## config.mk

```make
export PLATFORM = sky130hd
export DESIGN_NAME = ahb_decode_ctrl
export DESIGN_NICKNAME = d
export VERILOG_FILES = /design/src/rtl/ahb_pkg.sv /design/src/rtl/ahb_default_slave.sv /design/src/rtl/ahb_decode_ctrl.sv
export SDC_FILE = /design/constraint.sdc
export NUM_CORES = 1
export LEC_CHECK = 0
export ABC_AREA = 0
export CAP_MARGIN = 20
export CORE_AREA = 2 2 39 41
export CTS_BUF_LIST = sky130_fd_sc_hd__clkbuf_4 sky130_fd_sc_hd__clkbuf_8 sky130_fd_sc_hd__clkbuf_16
export DETAILED_ROUTE_END_ITERATION = 8
export DIE_AREA = 0 0 41 43
export PLACE_DENSITY = 0.8
export SYNTH_ARGS = -nofsm -noshare
export SYNTH_HDL_FRONTEND = slang
export SYNTH_SLANG_ARGS = --single-unit
```

## constraint.sdc

```tcl
create_clock -name hclk -period 2.74 [get_ports hclk]
set_input_delay 0.822 -clock hclk [delete_from_list [all_inputs] [get_ports hclk]]
set_output_delay 0.822 -clock hclk [all_outputs]
set_load 0.02 [all_outputs]
```

## src/rtl/ahb_pkg.sv

```systemverilog
// Shared AHB-Lite definitions for the decoder / default-slave slice:
// transfer-type and response encodings, read-mux select codes, the
// default-slave state type and the address-match helper.
package ahb_pkg;

  localparam logic [1:0] HTRANS_IDLE   = 2'b00;
  localparam logic [1:0] HTRANS_BUSY   = 2'b01;
  localparam logic [1:0] HTRANS_NONSEQ = 2'b10;
  localparam logic [1:0] HTRANS_SEQ    = 2'b11;

  localparam logic HRESP_OKAY  = 1'b0;
  localparam logic HRESP_ERROR = 1'b1;

  // Read-mux select codes; SEL_DEF routes the built-in default slave.
  typedef enum logic [1:0] {
    SEL_S1  = 2'b00,
    SEL_S2  = 2'b01,
    SEL_S3  = 2'b10,
    SEL_DEF = 2'b11
  } sel_code_t;

  // Default-slave ERROR-response states.
  typedef enum logic [1:0] {
    DS_IDLE = 2'b00,
    DS_ERR1 = 2'b01,
    DS_ERR2 = 2'b10
  } def_state_t;

  // True when the masked address equals the region base.
  function automatic logic addr_hit(input logic [31:0] addr,
                                    input logic [31:0] base,
                                    input logic [31:0] mask);
    return (addr & mask) == base;
  endfunction

endpackage

```

## src/rtl/ahb_default_slave.sv

```systemverilog
// Built-in AHB-Lite default slave: answers accepted unmapped NONSEQ/SEQ
// transfers with the two-cycle ERROR response (wait state, then
// ERROR with hreadyout high). When ERR_CAPTURE_EN is defined it also
// records the faulting address in a sticky error register.
module ahb_default_slave
  import ahb_pkg::*;
(
  input  logic        hclk,
  input  logic        hresetn,
  input  logic        i_err_req,     // accepted unmapped NONSEQ/SEQ this cycle
`ifdef ERR_CAPTURE_EN
  input  logic [31:0] haddr,
  input  logic        err_clr,
  output logic [31:0] err_addr,
  output logic        err_valid,
`endif
  output logic        def_hreadyout,
  output logic        def_hresp
);

  def_state_t r_state;
  def_state_t w_next;

  // State register for the ERROR-response FSM.
  // NOTE: asynchronous reset sits in the sensitivity list so the FSM drops to IDLE without a clock; state uses non-blocking assignment.
  always_ff @(posedge hclk or negedge hresetn) begin
    if (!hresetn) r_state <= DS_IDLE;
    else          r_state <= w_next;
  end

  // Next-state and Moore outputs of the default slave.
  // NOTE: every output gets a default before the case so no latch is inferred.
  always_comb begin
    w_next        = r_state;
    def_hreadyout = 1'b1;
    def_hresp     = HRESP_OKAY;
    case (r_state)
      DS_IDLE: begin
        if (i_err_req) w_next = DS_ERR1;
      end
      DS_ERR1: begin
        def_hreadyout = 1'b0;
        def_hresp     = HRESP_ERROR;
        w_next        = DS_ERR2;
      end
      DS_ERR2: begin
        def_hresp = HRESP_ERROR;
        w_next    = i_err_req ? DS_ERR1 : DS_IDLE;
      end
      default: w_next = DS_IDLE;
    endcase
  end

`ifdef ERR_CAPTURE_EN
  logic [31:0] r_err_addr;
  logic        r_err_valid;
  logic        w_err_set;

  // A fault is captured exactly on the IDLE/ERR2 -> ERR1 transition.
  assign w_err_set = i_err_req && (r_state != DS_ERR1);

  // Sticky fault capture; a set in the same cycle as a clear wins.
  always_ff @(posedge hclk or negedge hresetn) begin
    if (!hresetn) begin
      r_err_addr  <= '0;
      r_err_valid <= 1'b0;
    end else if (w_err_set) begin
      r_err_addr  <= haddr;
      r_err_valid <= 1'b1;
    end else if (err_clr) begin
      r_err_valid <= 1'b0;
    end
  end

  assign err_addr  = r_err_addr;
  assign err_valid = r_err_valid;
`endif

endmodule

```

## src/rtl/ahb_decode_ctrl.sv

```systemverilog
// AHB-Lite three-slave address decoder with registered data-phase read-mux
// select and a built-in default slave for unmapped addresses.
// Optional build macro: ERR_CAPTURE_EN adds the err_addr / err_valid /
// err_clr faulting-address capture.
module ahb_decode_ctrl
  import ahb_pkg::*;
#(
  parameter logic [31:0] S1_BASE = 32'h0000_0000,
  parameter logic [31:0] S1_MASK = 32'hF000_0000,
  parameter logic [31:0] S2_BASE = 32'h1000_0000,
  parameter logic [31:0] S2_MASK = 32'hF000_0000,
  parameter logic [31:0] S3_BASE = 32'h2000_0000,
  parameter logic [31:0] S3_MASK = 32'hF000_0000
) (
  input  logic        hclk,
  input  logic        hresetn,
  input  logic [31:0] haddr,
  input  logic [1:0]  htrans,
  input  logic        hready,
  output logic        hsel_1,
  output logic        hsel_2,
  output logic        hsel_3,
  output logic [1:0]  sel,
  output logic        def_hreadyout,
  output logic        def_hresp,
`ifdef ERR_CAPTURE_EN
  output logic [31:0] err_addr,
  output logic        err_valid,
  input  logic        err_clr,
`endif
  output logic        o_unused_tie    // constant-low tie-off output
);

  sel_code_t w_code;
  sel_code_t r_sel;
  logic      w_active;
  logic      w_err_req;

  // Priority address decode S1 > S2 > S3; no hit selects the default slave.
  always_comb begin
    w_code = SEL_DEF;
    if      (addr_hit(haddr, S1_BASE, S1_MASK)) w_code = SEL_S1;
    else if (addr_hit(haddr, S2_BASE, S2_MASK)) w_code = SEL_S2;
    else if (addr_hit(haddr, S3_BASE, S3_MASK)) w_code = SEL_S3;
  end

  assign hsel_1 = (w_code == SEL_S1);
  assign hsel_2 = (w_code == SEL_S2);
  assign hsel_3 = (w_code == SEL_S3);

  // Data-phase select follows whichever slave owns the accepted address phase.
  always_ff @(posedge hclk or negedge hresetn) begin
    if (!hresetn)    r_sel <= SEL_S1;
    else if (hready) r_sel <= w_code;
  end

  assign sel          = r_sel;
  assign o_unused_tie = 1'b0;

  assign w_active  = (htrans == HTRANS_NONSEQ) || (htrans == HTRANS_SEQ);
  assign w_err_req = hready && w_active && (w_code == SEL_DEF);

  ahb_default_slave u_def_slave (
    .hclk          (hclk),
    .hresetn       (hresetn),
    .i_err_req     (w_err_req),
`ifdef ERR_CAPTURE_EN
    .haddr         (haddr),
    .err_clr       (err_clr),
    .err_addr      (err_addr),
    .err_valid     (err_valid),
`endif
    .def_hreadyout (def_hreadyout),
    .def_hresp     (def_hresp)
  );

endmodule

```

==> results.toml <==
[floorplan]
pin_count = 45
start_util = 0.223
die_area_um2 = 1760
die_x_um = 41
core-area_um2 = 1380
num_rows = 14
dieHeight_um = 43

[clock_network]
clkTransAtPathRegs_ps = 30
cts_htree_levels = 1
cts_hold_buf = 0
cts_root_buf = "clkbuf_4"
cts_tree = "yes"
numCtsBuffers = 3
clock_latency_ps = 230
cts.sinks = 4
cts.path.max_buffers = 2

[route]
wl_per_cell_um = 9.28
routed_wirelength_um = 659
wl_met3_um = 13
drt_iter0_drc = 0
wl_met1_um = 264
dr_wl_met2_um = 381
via_count = 283
drc = 0
ant_nets = 0
highest-signal-layer = "met3"
drt-pass1-iter-count = 1
vias_per_cell = 3.99

[logic_synthesis]
yosys_warnings = 0
ys_seq_area_frac = 0.324
avgSynthCellArea_um2 = 9.66
ys_types = 16
synth_seq_cells = 4
syn_nets = 74
syn-cell-area_um2 = 309
synthCells = 32

[run]
cap_viol_max_count = 0

[placement]
place_area_um2 = 499
dp_hpwl_um = 537
portBuffers = 14
place_congestion = 0.693

[finish]
design_area_um2 = 557
syn_to_final_growth_pct = 80.2
final_cell_mix = "clkdlybuf4s50_1, buf_4, inv_1, ha_1, dfrtp_1"
antennaDiodeCount = 0
mostFrequentLayoutCell = "clkdlybuf4s50_1"
post_route_cells_drive_above_1_share = 0.345
n_fill_cell = 148
final_nets = 99

[sta]
setup_viol = 0
fmax_ghz = 0.369
final_max_slew_viol_count = 0
fin_crit_ps = 2710
period_share = 0.990
finalHoldViolCount = 0
skew_ps = 0.00118

[status]
outcome = "completed"

[worst_setup_path]
slowest_delay_ps = 530
worst_setup_path_end_kind = "primary output"
critPathSlowestCell = "clkdlybuf4s50_1"
cp_data_required_time_ps = 1920
cp_max_fo = 3
path_cells = "clkdlybuf4s50_1 -> buf_4 -> and2_1 -> clkdlybuf4s15_2"
worstPathArrival_ps = 1890
path_class = "input pin to primary output"
start_kind = "input pin"
path_buf_inv = 3
path_delay_family = "buffers and inverters"

[grt]
grt_pass1_vias = 291
antenna_found_initial = 0
grt_pass1_wl_mm = 1.12
grt_max_degree = 6
track_usage = 0.0980
grt-ovfl-total = 0

[hold_path]
min-delay-path-class = "flop to flop"

[pwr]
vdd_drop_max_mv = 0.260
power_density_nw_per_um2 = 615
p_leak_uw = 0.000260
total_power_uw = 342
[registers in the layout, summed over array words and instances, names as in the netlist]
| signal | flops |
|---|---|
| sel | 2 |
| u_def_slave.r_state | 2 |
[power by group]
| part | switching [uW] | internal (uW) |
|---|---|---|
| sequential | 16.6 | 73.6 |
| clock | 20.6 | 48.7 |
| combinational | 88.8 | 93.9 |
| total | 126 | 216 |
[synth_stat cells]
master	n	area, um^2
a2111o_1	1	11.3
a211oi_4	1	20.0
a21oi_1	2	10.0
and2_1	2	12.5
buf_4	1	7.51
conb_1	1	3.75
dfrtp_1	4	100
ha_1	5	62.6
inv_1	5	18.8
mux2_4	1	15.0
nand2_1	2	7.51
nor2_1	2	7.51
nor3_1	2	10.0
nor4_1	1	6.26
o211ai_1	1	7.51
o21ai_2	1	8.76
[metrics by stage]
stage               setup TNS, ps  std cells  utilization  setup slack, ps  hold WS, ps
floorplan                       0         32            -              377          526
CTS                             0         70        0.391             14.3          536
detailed placement          -1150         66        0.361             -435          528
global placement            -1040         66        0.361             -379          522
finish                          0         71        0.402             27.2          530
global route                -1.02         71        0.402            -1.02          582
[path summary, 6_finish.rpt]
kind                                             start  slack, ps                      to  depth (start not counted)
max in group asynchronous                      hresetn       1790                  sel[0]                          1
worst min-delay path                            sel[0]        530                  sel[0]                          2
worst min register to register                  sel[0]        530                  sel[0]                          2
min in group asynchronous                      hresetn        790  u_def_slave.r_state[0]                          1
worst max register to register  u_def_slave.r_state[0]       1480  u_def_slave.r_state[0]                          5
worst max-delay path                         haddr[29]         30                  hsel_3                          4
[layout make-up]
cell class | instances | area (um^2) | area share
clock buffer | 3 | 22.5 | 0.0404
inverter | 5 | 18.8 | 0.0337
multi-input combinational | 22 | 199 | 0.357
sequential | 4 | 100 | 0.180
tap | 16 | 20.0 | 0.0360
timing repair buffer | 21 | 196 | 0.353
[cell families after synthesis]
| group | Yosys count | share of synthesized area |
|---|---|---|
| other | 1 | 0.0121 |
| adders and majority gates | 5 | 0.202 |
| AOI/OAI and AO/OA | 6 | 0.186 |
| DFF | 4 | 0.324 |
| buffers and inverters | 6 | 0.0850 |
| and+or+nand+nor | 9 | 0.142 |
| muxes | 1 | 0.0486 |
[worst register-to-register path: cells and delay by family, from the launching register on]
kind,cells,cell delay [ps]
DFF,1,420
adders and majority gates,1,200
AOI/OAI and AO/OA,1,350
buffers and inverters,2,150
and+or+nand+nor,1,60
[per-layer routing]
metal / GRT usage / up-vias
li1: - / 152
met4: 0.0800 / 0
met2: 0.156 / 4
met3: 0.0157 / 0
met5: 0 / -
met1: 0.105 / 127
[repair_timing]
action | in CTS | in global routing
buffers inserted | 1 | 1
endpoints found under the setup margin | 3 | 3
pin swaps | 1 | 2
gates resized for setup | 14 | 2
Note: power is estimated with default switching activity, not from simulation.
